`config.mk`:
```
export PLATFORM = sky130hd
export DESIGN_NAME = uart_transmitter
export DESIGN_NICKNAME = d
export VERILOG_FILES = /design/src/rtl/uart_pkg.sv /design/src/rtl/uart_baud_gen.sv /design/src/rtl/uart_transmitter.sv
export SDC_FILE = /design/constraint.sdc
export NUM_CORES = 1
export LEC_CHECK = 0
export CORE_MARGIN = 1.5
export CORE_UTILIZATION = 55
export CTS_CLUSTER_SIZE = 12
export DETAILED_ROUTE_END_ITERATION = 6
export PLACE_DENSITY = 0.83
export SLEW_MARGIN = 40
export SYNTH_ARGS = -nofsm -noshare
export SYNTH_HDL_FRONTEND = slang
export SYNTH_HIERARCHICAL = 1
export SYNTH_SLANG_ARGS = --single-unit
```
`constraint.sdc`:
```
create_clock -name clk -period 3.3 [get_ports clk]
set_input_delay 0.495 -clock clk [delete_from_list [all_inputs] [get_ports clk]]
set_output_delay 0.495 -clock clk [all_outputs]
set_load 0.02 [all_outputs]
```
`src/rtl/uart_pkg.sv`:
```
// Shared UART definitions: transmitter FSM states and default bit timing,
// common to uart_transmitter and uart_receiver.
package uart_pkg;

  localparam int unsigned UART_CLKS_PER_BIT = 104;
  localparam int unsigned UART_DATA_BITS    = 8;

  typedef enum logic [1:0] {
    IDLE  = 2'd0,
    START = 2'd1,
    DATA  = 2'd2,
    STOP  = 2'd3
  } uart_state_e;

endpackage

```
`src/rtl/uart_baud_gen.sv`:
```
// Bit-period counter: counts 0..CLKS_PER_BIT-1 and flags the last cycle of
// each bit period. Held at zero while restart is high.
module uart_baud_gen #(
  parameter int unsigned CLKS_PER_BIT = 104,
  parameter int unsigned CNT_W        = $clog2(CLKS_PER_BIT)
) (
  input  logic             clk,
  input  logic             rst,
  input  logic             restart,
  output logic [CNT_W-1:0] count,
  output logic             bit_end_c
);

  assign bit_end_c = (count == CNT_W'(CLKS_PER_BIT - 1));

  always_ff @(posedge clk) begin
    if (!rst || restart) begin
      count <= '0;
    end else if (bit_end_c) begin
      count <= '0;
    end else begin
      count <= count + CNT_W'(1);
    end
  end

endmodule

```
`src/rtl/uart_transmitter.sv`:
```
// 8N1 UART transmitter with a one-entry holding register so consecutive
// frames leave back to back with no idle gap.
module uart_transmitter
  import uart_pkg::*;
#(
  parameter int unsigned CLKS_PER_BIT = UART_CLKS_PER_BIT,
  parameter int unsigned DATA_BITS    = UART_DATA_BITS
) (
  input  logic                 clk,
  input  logic                 rst,
  input  logic [DATA_BITS-1:0] in_data,
  input  logic                 in_valid,
  output logic                 in_ready,
  output logic                 tx,
  output logic                 busy,
  output logic                 done
);

  localparam int unsigned CNT_W = $clog2(CLKS_PER_BIT);
  localparam int unsigned BIT_W = $clog2(DATA_BITS + 1);

  uart_state_e          state;
  logic [DATA_BITS-1:0] shift;
  logic [DATA_BITS-1:0] hold;
  logic                 hold_full;
  logic [BIT_W-1:0]     bit_idx;
  logic [CNT_W-1:0]     count;
  logic                 bit_end_c;
  logic                 accept_c;
  logic                 stop_end_c;

  assign accept_c   = in_valid && in_ready;
  assign stop_end_c = (state == STOP) && bit_end_c;

  uart_baud_gen #(
    .CLKS_PER_BIT(CLKS_PER_BIT),
    .CNT_W       (CNT_W)
  ) u_baud (
    .clk      (clk),
    .rst      (rst),
    .restart  (state == IDLE),
    .count    (count),
    .bit_end_c(bit_end_c)
  );

  always_ff @(posedge clk) begin
    if (!rst) begin
      state     <= IDLE;
      tx        <= 1'b1;
      busy      <= 1'b0;
      done      <= 1'b0;
      in_ready  <= 1'b1;
      hold_full <= 1'b0;
      bit_idx   <= '0;
      shift     <= '0;
      hold      <= '0;
    end else begin
      // done is set one cycle early so it lands in the final stop-bit cycle
      done <= (state == STOP) && (count == CNT_W'(CLKS_PER_BIT - 2));

      case (state)
        IDLE: begin
          if (accept_c) begin
            shift <= in_data;
            state <= START;
            tx    <= 1'b0;
            busy  <= 1'b1;
          end
        end
        START: begin
          if (bit_end_c) begin
            state   <= DATA;
            tx      <= shift[0];
            bit_idx <= '0;
          end
        end
        DATA: begin
          if (bit_end_c) begin
            if (bit_idx == BIT_W'(DATA_BITS - 1)) begin
              state <= STOP;
              tx    <= 1'b1;
            end else begin
              shift   <= shift >> 1;
              tx      <= shift[1];
              bit_idx <= bit_idx + BIT_W'(1);
            end
          end
        end
        STOP: begin
          if (bit_end_c) begin
            if (hold_full) begin
              shift     <= hold;
              hold_full <= 1'b0;
              in_ready  <= 1'b1;
              state     <= START;
              tx        <= 1'b0;
            end else if (accept_c) begin
              shift <= in_data;
              state <= START;
              tx    <= 1'b0;
            end else begin
              state <= IDLE;
              busy  <= 1'b0;
            end
          end
        end
        default: begin
          state <= IDLE;
          tx    <= 1'b1;
          busy  <= 1'b0;
        end
      endcase

      // Mid-frame accept parks the byte in the holding register
      if (accept_c && (state != IDLE) && !stop_end_c) begin
        hold      <= in_data;
        hold_full <= 1'b1;
        in_ready  <= 1'b0;
      end
    end
  end

endmodule

```
# After elaboration in Yosys (flattened, before gate mapping)
# Cells that the tools add are included.
# op_classes
addsub	2
multipliers	0
div_mod_pow	0
magnitude_cmp	0
eq_ne	14
shifts	0
mux	37
bitwise	0
reduce_logical	24
# op_table
cell	count
$mux 8	5
$pmux 8 s3	1
$mux 1	19
$ne 2x2->1 const B	8
$eq 7x7->1 const B	2
$mux 4	3
$reduce_bool 2->1	6
$mux 2	5
$reduce_and 5->1	2
$pmux 2 s4	1
$pmux 4 s2	1
$reduce_and 4->1	2
$add 7x1->7 const B	1
$reduce_and 3->1	2
$logic_and 1x1->1	5
$add 4x1->4 const B	1
$eq 2x2->1 const B	2
$eq 4x3->1 const B	1
$pmux 1 s4	1
$reduce_bool 3->1	1
$eq 2x1->1 const B	1
$logic_not 1->1	2
$logic_not 2->1	1
$pmux 1 s2	1
other kinds (3)	3
# word_totals
reg_bits	34
latch_bits	0
mem_bits_rw	0
mem_bits_ro	0
output_inout_bits	4
wordCells	87
mem_count	0

# Depth between registers and ports, before layout
# Gate-level depths: netlist (run 1).
# logic_depth
depth_word	6
mapped_depth	8

# Modules after synthesis
# Netlist (run 1), hierarchy kept.
# modules_own_cells
mod	instances	cells_per_inst	area_each_um2	seq_area_each_um2
uart_transmitter	1	131	1305.0	540.5
uart_baud_gen	1	34	306.5	140.1

# Least setup slack after synthesis (run 1)
# OpenSTA, ideal clock, no wires.
# synth_path
path_kind	reg2reg
startpoint	reg state[0]
endpoint	reg state[0]
setup_ns	0.122
arrival_ns	1.859
setup_slack_ns	1.319
path_stages_with_launch	8
n_path_buf	1
synth_period_minus_slack_ns	1.981
cell_sequence	dfxtp_1 inv_1 ha_1 buf_2 or3_4 a222oi_1 and4b_2 a211oi_2
# synth_via
elab_chain_cells	3
# synth_rtl
item	line	text
start: declaration	uart_transmitter.sv:22	uart_state_e state;
start signal: assignment	uart_transmitter.sv:48	state <= IDLE;
start signal: assignment	uart_transmitter.sv:65	state <= START;
start signal: assignment	uart_transmitter.sv:72	state <= DATA;
$eq 2x2->1 (tied with other cells)	uart_transmitter.sv:61	case (state)
$ne 2x2->1 (no source line)	n/a	
$reduce_and 5->1 (no source line)	n/a	
# Parallel ways exist; a longest one is shown, timed or not.
# A chain may end at the register's enable or synchronous reset.

# Worst setup path after layout (run 1)
# Ends and elaborated chain as after synthesis.

==> key figures, run 1 <==
Status
  – Outcome: complete, no violations

Setup path
  – Worst EP required: 3.53 ns
  – CP arrival: between 2 and 3 ns
  – Worst setup path category: flop to flop
  – CP startpoint: state[0]
  – Worst reg2reg setup slack: 0.92 ns
  – Crit path capture type: flop
  – Reg2reg start: state[0]
  – CP startpoint kind: flop
  – FF-to-FF path depth: 6
  – Crit-path max FO: 19

Worst hold path
  – Hold Crit Class: flop to flop
  – Hold_sp: busy
  – Worst Hold Depth: 2

Clocking
  – H-tree Lvls: 2
  – Sink Count: 34
  – Root Driver: clkbuf_4
  – Clock Path Buffers: 2
  – CTS tree: yes
  – CTS buffer count: 5
  – CTS Hold Bufs: 0
  – Number of gates resized after cts: 0
  – Post-CTS Setup Bufs: 0
  – Clock latency at the later pin of the worst-skew pair: 0.35 ns
  – Clock transition at path regs: 0.10 ns

Timing
  – Total negative slack: 0 ns
  – Final Cycle Share: 72.1%
  – Shortest period the worst path allows: between 2 and 2.5 ns
  – Slew margin rel.: 59.7%
  – Number of hold-slack violations in the final timing report: 0
  – Max Clock Freq: 420 MHz
  – Setup Skew: 0.00967 ns
  – RSZ-0062 raised after global routing: no
  – Pins Over Slew Limit: 0
  – # setup viols final: 0
  – Worst Max-Slew Pin Slew: 0.605 ns

Global routing
  – Largest net degree at the start of global routing: 20
  – All-Layer GR Usage: 22.1%
  – Number of global-route vias before repair: 1227
  – Antenna violations before repair: 0
  – First-pass GRT wire length: 5580 µm
  – Remaining global-route overflow: 0

Floorplan
  – Cell row count: 19
  – Die Y: between 50 and 60 µm
  – Initial core utilization: 58.4%
  – Horiz. Die Dim: about 57 µm
  – Boundary pin count: 15
  – Placeable Area: 2760 µm²
  – DIE AREA: 3260 µm²

Synth
  – Yosys warnings: 6
  – Asr flop ratio synth: 0%
  – Mapped Nets: around 180
  – Post-synth top area share: 42.2%
  – Netlist cell types: 44
  – Post-synth top flop: dfxtp_1
  – Yosys top cell by area: dfxtp_1
  – Post-synth top cells: dfxtp_1 (34), nor2_1 (11), nor2b_1 (9)
  – Number of flops mapped to enable cells by yosys: 0
  – Seq/Total Area, Yosys: between 40% and 50%
  – Area contributors post-synth: dfxtp_1 (42%), ha_1 (5.4%), a222oi_1 (5.0%)
  – Post-Syn Area: around 1600 µm²
  – Most common cell in the netlist: dfxtp_1
  – Register bit total from synthesis: 34
  – Gate Count Post-Synth: 165
  – Mapped Avg Cell Area: 9.77 µm²

Final layout
  – Fill cell count: ~230
  – Final nets: 199
  – Final cell count without fillers: between 200 and 250
  – Layout cells sized above 1: 8.24%
  – Multi-input logic area: 880 µm²
  – Storage cell area: 681 µm²
  – Synth-to-Final Area Change: 13.5%
  – Antenna diodes: 0

Detailed routing
  – Vias: 1291
  – Residual DRC: 0
  – DRT antenna net count: 0
  – Vias per Instance: 6.06
  – Initial DRC Count: a little over 90
  – Routed wire length per instance: between 15 and 20 µm
  – Pre-Repair DR Iteration Count: 5
  – Routed WL: about 3200 µm

Flow run
  – Max-cap violations: 0

Power and ir drop
  – Pwr Density: roughly 700 nW/µm²
  – Leak pwr: 0.676 nW
  – Max IR drop VDD: between 500 and 600 µV

Placement
  – Final Wtd Congestion: 0.813
  – Port Buf Inserts: 14
  – Dpl hpwl: between 2000 and 2500 µm
  – Placed Cells: about 210
kinds of logic after synthesis:
family,count (synthesis),share of synthesized area (%)
and+or+nand+nor,58,21.4
xor gates and xnor gates,5,2.72
AOI/OAI and AO/OA,41,19.4
buffers and inverters,11,3.18
muxes,9,5.67
adders and majority gates,7,5.43
DFF,34,42.2
routing by layer:
layer / track usage, % / part of all wire [%] / up-vias
li1: - / - / 648
met1: 30.7 / 47 / 606
met2: 32.2 / 45 / 29
met3: 7.48 / 5.3 / 8
met4: 7.97 / 2.0 / 0
met5: 0 / 0 / -
report_power, final:
group          switching [W]  internal [W]  leakage, nW
Clock               0.000143      0.000102       0.0343
Combinational       0.000261      0.000212        0.365
Sequential         0.0000664      0.000500        0.277
Total               0.000470      0.000814        0.676
layout by cell type, fill, tap and decap left out, types with 4 or more instances in the layout:
cell type and n:
o21ai_0 8, clkdlybuf4s50_1 14, nor2_1 11, dfxtp_1 34, nand3_1 7, a21oi_1 5
o2bb2ai_1 8, inv_1 5, ha_1 7, a222oi_1 8, nor2b_1 9, mux2i_1 8
nand3b_1 4, clkbuf_4 5, nand2_1 8
layout make-up:
| class | count | share of cell area, % |
|---|---|---|
| multi-input combinational | 120 | 48.1 |
| sequential | 34 | 37.2 |
| timing repair buffer | 15 | 8.07 |
| clock buffer | 6 | 2.80 |
| tap | 31 | 2.12 |
| inverter | 5 | 1.03 |
| clock inverter | 2 | 0.684 |
critical path, cell delays in order (launching register included):
cell and delay [ns]:
dfxtp_1 0.40, inv_1 0.10, ha_1 0.42, or3_4 0.45, a222oi_1 0.51, and4b_2 0.34
a211oi_2 0.05
registers in the layout, indices dropped and copies added, names as in the netlist:
| name | flops |
|---|---|
| bit_idx | 4 |
| state | 2 |
| tx | 1 |
| busy | 1 |
| in_ready | 1 |
| u_baud/count | 7 |
| hold | 8 |
| done | 1 |
| shift | 8 |
| hold_full | 1 |
path summary, 6_finish.rpt:
| check | to |
|---|---|
| setup / recovery | state[0] |
| hold / removal | busy |
| setup reg to reg | state[0] |
| hold reg to reg | busy |
stage by stage:
| stage | setup WS (ns) | util (%) | power [W] | instance area, µm² | hold WS, ns |
|---|---|---|---|---|---|
| after global routing | 0.788 | 66.3 | 0.00137 | 1830 | 0.497 |
| after detailed placement | 0.980 | 64.0 | 0.00104 | 1770 | 0.447 |
| after floorplan | 1.32 | - | 0.000920 | 1610 | 0.433 |
| after CTS | 0.965 | 66.3 | 0.00129 | 1830 | 0.478 |
| after global placement | 1.12 | 64.0 | 0.00101 | 1770 | 0.445 |
| final | 0.921 | 66.3 | 0.00128 | 1830 | 0.478 |
No activity file was read; power rests on OpenSTA's default activity.
==> run 2, diff against run 1 <==
- CORE_UTILIZATION: 55 -> 50
- PLACE_DENSITY: 0.83 -> 0.8
- clock period: 3.3 -> 1.93 ns (I/O delays scaled with it)
==> run 2 against run 1 <==
Net effect:
- critical path type unchanged
- utilization down 2.4 points
- register-to-register slack worse by 0.85 ns
- fmax up 28%
- clock power up 57%
- largest cell class unchanged
- sequential power up 72%
==> key figures, run 2 (synthesis gave the netlist of run 1 again) <==
Global routing
  – All-Layer GR Usage: between 20% and 30%
  – Number of global-route vias before repair: 1334
  – Antenna violations before repair: 0
  – Remaining global-route overflow: 0
  – First-pass GRT wire length: around 5800 µm
  – Largest net degree at the start of global routing: 19

Setup path
  – CP arrival: 2.07 ns
  – FF-to-FF path depth: 7
  – CP startpoint kind: flop
  – Worst setup path category: flop to flop
  – Reg2reg start: state[0]
  – Reg2reg end: state[0]
  – Crit path cell chain: inv_2 > ha_2 > or3_4 > a222oi_1 > buf_4 > and4b_2 > a211oi_2
  – Crit-path max FO: 4
  – Worst EP required: 2.15 ns
  – Crit path capture type: flop
  – Crit path largest cell delay: 0.38 ns
  – Critical-path top delay cell: dfxtp_4
  – CP Buf/Inv Count: 2
  – Worst reg2reg setup slack: ~0.076 ns
  – Cell family with most CP delay: simple AND/OR/NAND/NOR gates

Timing
  – # setup viols final: 0
  – Worst Max-Slew Pin Slew: 0.446 ns
  – Slew margin rel.: roughly 70%
  – Setup Skew: 0.00618 ns
  – Final Cycle Share: 96.1%
  – WHS: approximately 0.48 ns
  – Pins Over Slew Limit: 0
  – Shortest period the worst path allows: 1.85 ns
  – Max Clock Freq: roughly 540 MHz
  – Number of hold-slack violations in the final timing report: 0

Floorplan
  – Initial core utilization: 52.8%
  – Placeable Area: 3050 µm²
  – Boundary pin count: 15
  – Die Y: 59.8 µm
  – DIE AREA: between 3000 and 4000 µm²
  – Cell row count: 20
  – Horiz. Die Dim: approximately 60 µm

Final layout
  – Storage cell area: 686 µm²
  – Layout cells sized above 1: 17.5%
  – Multi-input logic area: 887 µm²
  – Fill cell count: 266
  – Largest regs: hold (8), shift (8), u_baud/count (7)
  – Synth-to-Final Area Change: 21.0%
  – Commonest cells after routing, fill and taps aside: dfxtp_1 (32), buf_4 (15), clkdlybuf4s50_1 (14)
  – Antenna diodes: 0
  – Final nets: 213
  – Most common cell after layout, fill and taps aside: dfxtp_1
  – Final cell count without fillers: 238

Clocking
  – CTS tree: yes
  – CTS buffer count: 5
  – Clock Path Buffers: 2
  – Root Driver: clkbuf_4
  – Sink Count: 34
  – Clock transition at path regs: 0.10 ns
  – H-tree Lvls: 2
  – Clock latency at the later pin of the worst-skew pair: ~0.32 ns

Placement
  – Dpl hpwl: 2620 µm
  – Port Buf Inserts: 14
  – Final Wtd Congestion: 0.792
  – Placed Cells: 229

Flow run
  – Max-cap violations: 0

Detailed routing
  – Vias per Instance: 5.97
  – Initial DRC Count: 104
  – Vias: approximately 1400
  – Routed wire length per instance: 15.3 µm
  – Residual DRC: 0
  – Pre-Repair DR Iteration Count: 4
  – Routed WL: 3650 µm
  – DRT antenna net count: 0

Power and ir drop
  – Leak pwr: 0.739 nW
  – Max IR drop VDD: 639 µV
  – Pwr Density: 1200 nW/µm²

Status
  – Outcome: complete, no violations

Worst hold path
  – Worst Hold Depth: 2
  – Hold Path Sink: busy
  – Hold_sp: busy
  – Hold Crit Class: flop to flop
[run 2: changes by cell type in the layout (fill, tap and decap cells not counted), sizes merged]
cell / delta
buf: +14
clkinv: -1
clkinvlp: -1
[run 2: worst max path at each step]
stage               cells after the start     start  endpoint  slack [ns]
floorplan                               7  state[0]  state[0]        0.02
global placement                        6  state[1]  state[0]        0.13
detailed placement                      6  state[1]  state[0]       -0.03
CTS                                     7  state[1]  state[0]        0.04
global route                            7  state[0]  state[0]      -0.003
finish                                  7  state[0]  state[0]        0.08
[run 2: repair_timing]
| action | in CTS | in global routing |
|---|---|---|
| hold buffers | 0 | 0 |
| pin swaps | 1 | 1 |
| gates resized for setup | 0 | 5 |
| endpoints found under the setup margin | 1 | 3 |
| setup buffers | 1 | 2 |
[run 2: final cells by class]
class,instances,area share (%)
inverters,5,0.962
flip-flops and latches,34,35.2
repair buffers,29,13.0
well taps,44,2.82
clock buffers,6,2.63
multi-input cells,120,45.5
[run 2: tightest hold or removal path, cell delays in order, from the launching register on]
cell and delay, ns:
dfxtp_1 0.33, o41ai_1 0.06, a21oi_1 0.05
[run 2: power by group]
group / internal [W] / switching, W
logic: 0.000468 / 0.000513
registers: 0.000862 / 0.000109
clock network: 0.000164 / 0.000220
[run 2: metrics by stage]
stage               util [%]  power [W]   TNS, ns  setup slack [ns]  cell area (µm²)
global placement        61.2    0.00184         0             0.127             1870
CTS                     63.1    0.00232         0            0.0399             1930
floorplan                  -    0.00159         0            0.0177             1620
detailed placement      61.2    0.00191   -0.0341           -0.0341             1870
global route            63.9    0.00248  -0.00517          -0.00281             1950
finish                  63.9    0.00234         0            0.0758             1950
[run 2: metal layers]
| layer | part of all wire [%] | GRT usage [%] |
|---|---|---|
| met5 | 0 | 0 |
| met3 | 5.2 | 6.06 |
| met1 | 43 | 26.1 |
| met4 | 0.96 | 8.25 |
| met2 | 51 | 35.7 |
